`src/rtl/ps2_keyboard_rx.sv`:
```
`default_nettype none
// ============================================================================
// Module      : ps2_keyboard_rx
// Description : PS/2 keyboard receiver. Filters the PS/2 clock, decodes
//               11-bit device-to-host frames, folds E0/F0 prefixes into
//               flag bits and holds the last key code for CPU reads.
// Revision    : 1.0 - initial release
// ============================================================================
module ps2_keyboard_rx #(
   parameter int FILTER_LEN     = 8,
   parameter int TIMEOUT_CYCLES = 100000
) (
   input  logic        clk,
   input  logic        reset_n,
   input  logic        ps2_clk,
   input  logic        ps2_data,
   output logic [31:0] keyb_char,
   output logic        new_key,
   output logic        frame_err
);

   localparam int FCW = (FILTER_LEN > 1) ? $clog2(FILTER_LEN) : 1;
   localparam int TCW = $clog2(TIMEOUT_CYCLES + 1);
   localparam logic [FCW-1:0] C_FILT_LAST = FCW'(FILTER_LEN - 1);
   localparam logic [TCW-1:0] C_TMO_LAST  = TCW'(TIMEOUT_CYCLES - 1);
   localparam logic [7:0]     C_CODE_EXT  = 8'hE0;
   localparam logic [7:0]     C_CODE_BRK  = 8'hF0;

   typedef enum logic [1:0] {
      S_IDLE   = 2'd0,
      S_DATA   = 2'd1,
      S_PARITY = 2'd2,
      S_STOP   = 2'd3
   } state_t;

   logic           clk_s1_q, clk_s2_q;
   logic           dat_s1_q, dat_s2_q;
   logic           filt_q, filt_d;
   logic [FCW-1:0] filt_cnt_q, filt_cnt_d;
   logic           w_fall;

   state_t         state_q;
   logic [2:0]     bit_cnt_q;
   logic [7:0]     shift_q;
   logic           parity_q;
   logic [TCW-1:0] tmo_cnt_q;
   logic           ext_pend_q, brk_pend_q;
   logic [31:0]    keyb_char_q;
   logic           new_key_q, frame_err_q;

   // Two-flop synchronizers for the asynchronous PS/2 pins (idle level is 1)
   always_ff @(posedge clk or negedge reset_n) begin
      if (!reset_n) begin
         clk_s1_q <= 1'b1;
         clk_s2_q <= 1'b1;
         dat_s1_q <= 1'b1;
         dat_s2_q <= 1'b1;
      end else begin
         clk_s1_q <= ps2_clk;
         clk_s2_q <= clk_s1_q;
         dat_s1_q <= ps2_data;
         dat_s2_q <= dat_s1_q;
      end
   end

   // Filter next state: toggle only after FILTER_LEN consecutive differing samples
   always_comb begin
      filt_d     = filt_q;
      filt_cnt_d = filt_cnt_q;
      if (clk_s2_q == filt_q) begin
         filt_cnt_d = '0;
      end else if (filt_cnt_q == C_FILT_LAST) begin
         filt_d     = clk_s2_q;
         filt_cnt_d = '0;
      end else begin
         filt_cnt_d = filt_cnt_q + FCW'(1);
      end
   end

   // The FSM acts on the same edge the filtered clock falls
   assign w_fall = filt_q & ~filt_d;

   // Filtered clock and its run-length counter
   always_ff @(posedge clk or negedge reset_n) begin
      if (!reset_n) begin
         filt_q     <= 1'b1;
         filt_cnt_q <= '0;
      end else begin
         filt_q     <= filt_d;
         filt_cnt_q <= filt_cnt_d;
      end
   end

   // Frame decoder, timeout, prefix folding and registered outputs
   always_ff @(posedge clk or negedge reset_n) begin
      if (!reset_n) begin
         state_q     <= S_IDLE;
         bit_cnt_q   <= '0;
         shift_q     <= '0;
         parity_q    <= 1'b0;
         tmo_cnt_q   <= '0;
         ext_pend_q  <= 1'b0;
         brk_pend_q  <= 1'b0;
         keyb_char_q <= '0;
         new_key_q   <= 1'b0;
         frame_err_q <= 1'b0;
      end else begin
         new_key_q   <= 1'b0;
         frame_err_q <= 1'b0;
         if (w_fall) begin
            // a fall event always wins over a coincident timeout
            tmo_cnt_q <= '0;
            case (state_q)
               S_IDLE: begin
                  if (!dat_s2_q) begin
                     state_q   <= S_DATA;
                     bit_cnt_q <= '0;
                  end
               end
               S_DATA: begin
                  shift_q   <= {dat_s2_q, shift_q[7:1]};
                  bit_cnt_q <= bit_cnt_q + 3'd1;
                  if (bit_cnt_q == 3'd7) begin
                     state_q <= S_PARITY;
                  end
               end
               S_PARITY: begin
                  parity_q <= dat_s2_q;
                  state_q  <= S_STOP;
               end
               S_STOP: begin
                  state_q <= S_IDLE;
                  if (dat_s2_q && (^{shift_q, parity_q})) begin
                     if (shift_q == C_CODE_EXT) begin
                        ext_pend_q <= 1'b1;
                     end else if (shift_q == C_CODE_BRK) begin
                        brk_pend_q <= 1'b1;
                     end else begin
                        keyb_char_q <= {22'b0, ext_pend_q, brk_pend_q, shift_q};
                        new_key_q   <= 1'b1;
                        ext_pend_q  <= 1'b0;
                        brk_pend_q  <= 1'b0;
                     end
                  end else begin
                     frame_err_q <= 1'b1;
                  end
               end
               default: state_q <= S_IDLE;
            endcase
         end else if (state_q != S_IDLE) begin
            // error pulse is visible in the cycle the count reaches TIMEOUT_CYCLES
            if (tmo_cnt_q == C_TMO_LAST) begin
               state_q     <= S_IDLE;
               tmo_cnt_q   <= '0;
               frame_err_q <= 1'b1;
            end else begin
               tmo_cnt_q <= tmo_cnt_q + TCW'(1);
            end
         end
      end
   end

   assign keyb_char = keyb_char_q;
   assign new_key   = new_key_q;
   assign frame_err = frame_err_q;

endmodule
`default_nettype wire

```
`config.mk`:
```
export PLATFORM = sky130hd
export DESIGN_NAME = ps2_keyboard_rx
export DESIGN_NICKNAME = d
export VERILOG_FILES = /design/src/rtl/ps2_keyboard_rx.sv
export SDC_FILE = /design/constraint.sdc
export NUM_CORES = 1
export LEC_CHECK = 0
export ABC_AREA = 0
export CAP_MARGIN = 20
export CORE_AREA = 10 10 131 73
export DETAILED_ROUTE_END_ITERATION = 10
export DIE_AREA = 0 0 141 83
export GPL_ROUTABILITY_DRIVEN = 0
export SYNTH_ARGS = -nofsm -noshare
export SYNTH_HDL_FRONTEND = slang
export SYNTH_SLANG_ARGS = --single-unit
export TNS_END_PERCENT = 10
```
`constraint.sdc`:
```
create_clock -name clk -period 6.45 [get_ports clk]
set_input_delay 0.645 -clock clk [delete_from_list [all_inputs] [get_ports clk]]
set_output_delay 0.645 -clock clk [all_outputs]
set_load 0.05 [all_outputs]
```
Yosys cells after proc, flatten, opt, wreduce, memory -nomap -nowiden
Index checks and enable logic that the tools add are counted.

Bits of input ports: 4. Flip-flop bits (word level): 53. Output and inout port bits: 34.

Add/subtract/negate cells: 3. Equal/unequal tests: 13. Reduce and logical (&&, ||, !) cells: 14. Bitwise gates (word level): 4. Mux-type cells: 28.

Operators with widths (number): 2-to-1 mux 17 bit (3); adder 17 x 1 -> 17 bit, second input constant (1); equality test 17 bit, second input constant (1); equality test 8 bit, second input constant (2); 2-to-1 mux 1 bit (15); AND reduction 4 bit (3); 2-to-1 mux 2 bit (5); 2-to-1 mux 3 bit (3); XOR reduction 9 bit (1); one-hot mux 2 bit (4 select lines) (1); nonzero test 2 bit (4); adder 3 x 1 -> 3 bit, second input constant (2); equality test 3 bit, second input constant (2); inequality test 3 bit, second input constant (2); one-hot mux 3 bit (2 select lines) (1); AND reduction 5 bit (1); equality test 2 bit, second input constant (2); inequality test 2 bit, second input constant (2); AND reduction 2 bit (2); NOT 1 bit (3); AND reduction 3 bit (1); equality test 2 x 1 -> 1 bit, second input constant (1); logical NOT 2 bit (1); AND 1 bit (1); other kinds (2) (2).

Depth between registers and ports, before layout
Word-level depth: 7. Depth in mapped cells: 9. Depth with buffers taken out: 8.

Least setup slack after synthesis
No wires, ideal clock.

Kind: reg-to-reg. Start point: register shift_q[2]. End point: register keyb_char_q[2], in the netlist keyb_char[2]. Required time: 6.325 ns. Stages on the path, launching flop included: 8. Path slack: 3.909 ns. Buffers on the path: 0. Arrival time: 2.416 ns. Setup time: 0.125 ns. Cells stage by stage: dfrtp_1 > xor3_2 > xnor2_1 > nor2_1 > a311o_1 > a2111oi_4 > nor2_4 > mux2_4.

Longest elaborated chain between the ends: 3.

RTL lines: start, declared (RTL line 44) `logic [7:0] shift_q;`; start signal, assigned (RTL line 121) `shift_q <= {dat_s2_q, shift_q[7:1]};`; equality test 8 bit, or another cell as far along (RTL line 136) `end else if (shift_q == C_CODE_BRK) begin`; NOT 1 bit (no source line) / logical AND 1 bit (equally long branches); AND reduction 5 bit (no source line); end signal, assigned (RTL line 139) `keyb_char_q <= {22'b0, ext_pend_q, brk_pend_q, shift_q};`; end, declared (RTL line 48) `logic [31:0] keyb_char_q;`.

Parallel ways exist; a longest one is shown, timed or not. A chain may end at the register's enable or synchronous reset.

Worst setup path after layout
Start point: register shift_q[2]. End point: register keyb_char_q[8], in the netlist keyb_char[8].

Longest elaborated chain between the ends: 3.

RTL lines (RTL line): equality test 8 bit, or another cell as far along (136); NOT 1 bit (no source line) / logical AND 1 bit (equally long branches); AND reduction 5 bit (no source line) *.

Every way passes the cells marked *; elsewhere a longest branch is shown, timed or not.

==> impl_metrics.py <==
metrics = {
    "worst_setup_path": {
        "critPathRequiredTime_ns": 6.63,
        "cp_max_fo": 9,
        "cp_slowest_stage_delay_ns": 0.60,
        "path_cells": "xor3_2 > xnor2_1 > nor2_1 > a311o_1 > a2111oi_4 > nor2_4 > mux2_4",
        "critical_path_class": "reg -> reg",
        "cp-start-kind": "flip-flop",
        "critPathTopFamily": "compound AO/OA/AOI/OAI gates",
        "endpoint_kind": "flip-flop",
        "arrival_ns": 2.96,
        "slowest_stage": "a2111oi_4",
        "worstPathBufferInverterCount": 0,
    },
    "job": {
        "cap_violations": 0,
    },
    "synth": {
        "ys_warn_count": 0,
        "netlist.area_leader.share_pct": 41.3,
        "syn_avg_cell_area_sq_um": 10.4,
        "ys_seq_area_share_pct": 45.8,
        "async_reset_ff_share_pct": 100,
        "post-synth-top-area-cell": "dfrtp_1",
        "syn_inst": 280,
        "ys_seq_elements": 53,
        "synth_top_flop_cell": "dfrtp_1",
        "synth.top_cells.by_area": "dfrtp_1 (41%), buf_4 (6.4%), o21ai_0 (5.5%)",
        "synth.distinct_cells": 48,
        "synthesis.area_sq_mm": 0.00291,
        "synth_edf_count": 0,
    },
    "layout": {
        "final_layout_size_suffix_gt1_share_pct": 13.0,
        "final_common_cell": "dfrtp_1",
        "syn2layout_area_growth_pct": 10.9,
        "antennaDiodeCount": 0,
        "fin_nets": 304,
        "stdcell_area_sq_mm": 0.00323,
        "final_cell_mix": "dfrtp_1 (48), o21ai_0 (32), nand2_1 (30), conb_1 (22), clkdlybuf4s50_1 (14)",
        "nFillCells": 677,
    },
    "timing": {
        "drv_slew": 0,
        "finalSetupTns_ns": 0,
        "slew_headroom_pct": 50.7,
        "fin_crit_ns": 2.77,
        "setup_slack_ns": 3.68,
        "setup_viol_count_final": 0,
        "period_share_pct": 43.0,
        "grt_setup_unrepaired": "false",
        "hold_violations": 0,
        "worst_slew_pin_slew_ns": 0.731,
        "clock.fmax_mhz": 360,
        "fin_worst_skew_ns": 0.00572,
    },
    "floorplanning": {
        "die-area_sq_mm": 0.0117,
        "fp.coreArea_sq_mm": 0.00721,
        "die_w_um": 141,
        "io_pins": 38,
        "row_count": 22,
        "start_util_pct": 40.4,
        "die_h_um": 83,
    },
    "grt": {
        "grt_max_degree": 54,
        "grt_use_total_pct": 10.1,
        "grt_pass1_wl_mm": 10.0,
        "grt_overflow": 0,
        "first_global_vias": 2138,
        "antenna_found_initial": 0,
    },
    "routing": {
        "drtAntennaViolNets": 0,
        "via_per_inst": 5.30,
        "wl_per_cell_um": 14.8,
        "vias": 2058,
        "dr.pass1.iters": 4,
        "drtIter0Drc": 175,
        "wl_mm": 5.74,
        "drc": 0,
    },
    "clocking": {
        "post_cts_buffers": 0,
        "cts-resized-gates": 0,
        "holdBufCountCts": 0,
        "h-tree-depth": 2,
        "cts_tree": "yes",
        "clock_sink_count": 53,
        "root_buffer": "clkbuf_16",
        "cts_max_path_buffers": 2,
        "clk_pin_slew_ns": 0.07,
        "cts_buffers": 5,
        "clk_latency_ns": 0.29,
    },
    "power": {
        "power.switching_mw": 0.167,
        "power.total_mw": 0.748,
        "power.static_leakage_nw": 1.43,
        "cellPowerDensity_mw_per_mm2": 232,
        "power_frac_clock_pct": 45.4,
        "peakVddDrop_mv": 0.131,
        "comb_power_share_pct": 7.4,
        "switching_share_pct": 22.4,
        "p_int_mw": 0.580,
        "p_seq_share_pct": 47.3,
    },
    "worst_hold_path": {
        "hold_path.class": "reg -> reg",
    },
    "place": {
        "pre_cts_ws_ns": 3.69,
        "dpl_cell_area_sq_mm": 0.00304,
        "dpl.hpwl_mm": 4.11,
        "portBuffers": 15,
    },
    "outcome": {
        "status": "complete, no violations",
    },
}
## per-layer routing
layer	global-route usage, %	wire (um)
met2	16.7	2720
met5	0	0
met4	3.52	50
met1	11.8	2620
met3	3.98	353
## power groups by stage
stage	combinational, mW	sequential, mW	clock (mW)
final	0.0551	0.353	0.339
after global routing	0.0606	0.355	0.367
after CTS	0.0559	0.354	0.346
after detailed placement	0.0558	0.360	0
after global placement	0.0530	0.359	0
after floorplan	0.0537	0.358	0
## cell usage after synthesis, types with 3 or more instances
library cell / n
dfrtp_1: 48
o21ai_0: 32
nand2_1: 30
buf_4: 25
xnor2_1: 13
nand3_1: 11
ha_1: 9
a21oi_1: 8
mux2_2: 8
nor2_1: 8
clkbuf_1: 7
xor2_1: 7
nand4_1: 6
dfstp_2: 5
inv_1: 5
mux2_4: 5
nor3_1: 4
a31oi_1: 3
a32o_1: 3
and3_1: 3
nand2b_1: 3
nand3b_1: 3
or3_1: 3
## through the flow
| stage | util, % | hold slack [ns] | cells |
|---|---|---|---|
| 6_report | 44.7 | 0.355 | 388 |
| 5_1_grt | 44.7 | 0.361 | 388 |
| 4_1_cts | 44.7 | 0.356 | 388 |
| 3_5_place_dp | 42.1 | 0.347 | 380 |
| 3_3_place_gp | 42.1 | 0.347 | 380 |
| 2_1_floorplan | - | 0.345 | 301 |
## cells by family (layout without fill, tap and decap cells)
kind of cell    count (synthesis)  after routing  synth area share, %
other cells                     1             22                0.129
xor+xnor                       22             22                 7.65
simple gates                   85             85                 15.3
fa+ha+maj                       9              9                 3.87
flops                          53             53                 45.8
mux                            13             13                 5.68
compound gates                 59             59                 13.2
buf+inv                        38             29                 8.38
## layout make-up
| class | count | area [sq um] | share of cell area, % |
|---|---|---|---|
| clock inverter | 3 | 65.1 | 2.02 |
| sequential | 53 | 1330 | 41.3 |
| multi-input combinational | 210 | 1410 | 43.8 |
| tap | 96 | 120 | 3.72 |
| inverter | 5 | 18.8 | 0.582 |
| timing repair buffer | 16 | 153 | 4.73 |
| clock buffer | 5 | 125 | 3.88 |
## flip-flops by register name (all words and copies together), names as in the netlist
name and flops:
new_key 1, brk_pend_q 1, keyb_char 10, clk_s2_q 1, dat_s2_q 1, frame_err 1, filt_cnt_q 3, tmo_cnt_q 17
parity_q 1, shift_q 8, dat_s1_q 1, state_q 2, clk_s1_q 1, bit_cnt_q 3, filt_q 1, ext_pend_q 1
## path summary, 6_finish.rpt
path	start	end	slack (ns)	depth (start not counted)
min in group asynchronous	reset_n	tmo_cnt_q[10]	0.47	2
setup / recovery	shift_q[2]	keyb_char[8]	3.68	7
hold / removal	clk_s1_q	clk_s2_q	0.36	0
setup reg to reg	shift_q[2]	keyb_char[8]	3.68	7
hold reg to reg	clk_s1_q	clk_s2_q	0.36	0
max in group asynchronous	reset_n	shift_q[2]	5.54	2
Note: power is estimated with default switching activity, not from simulation.
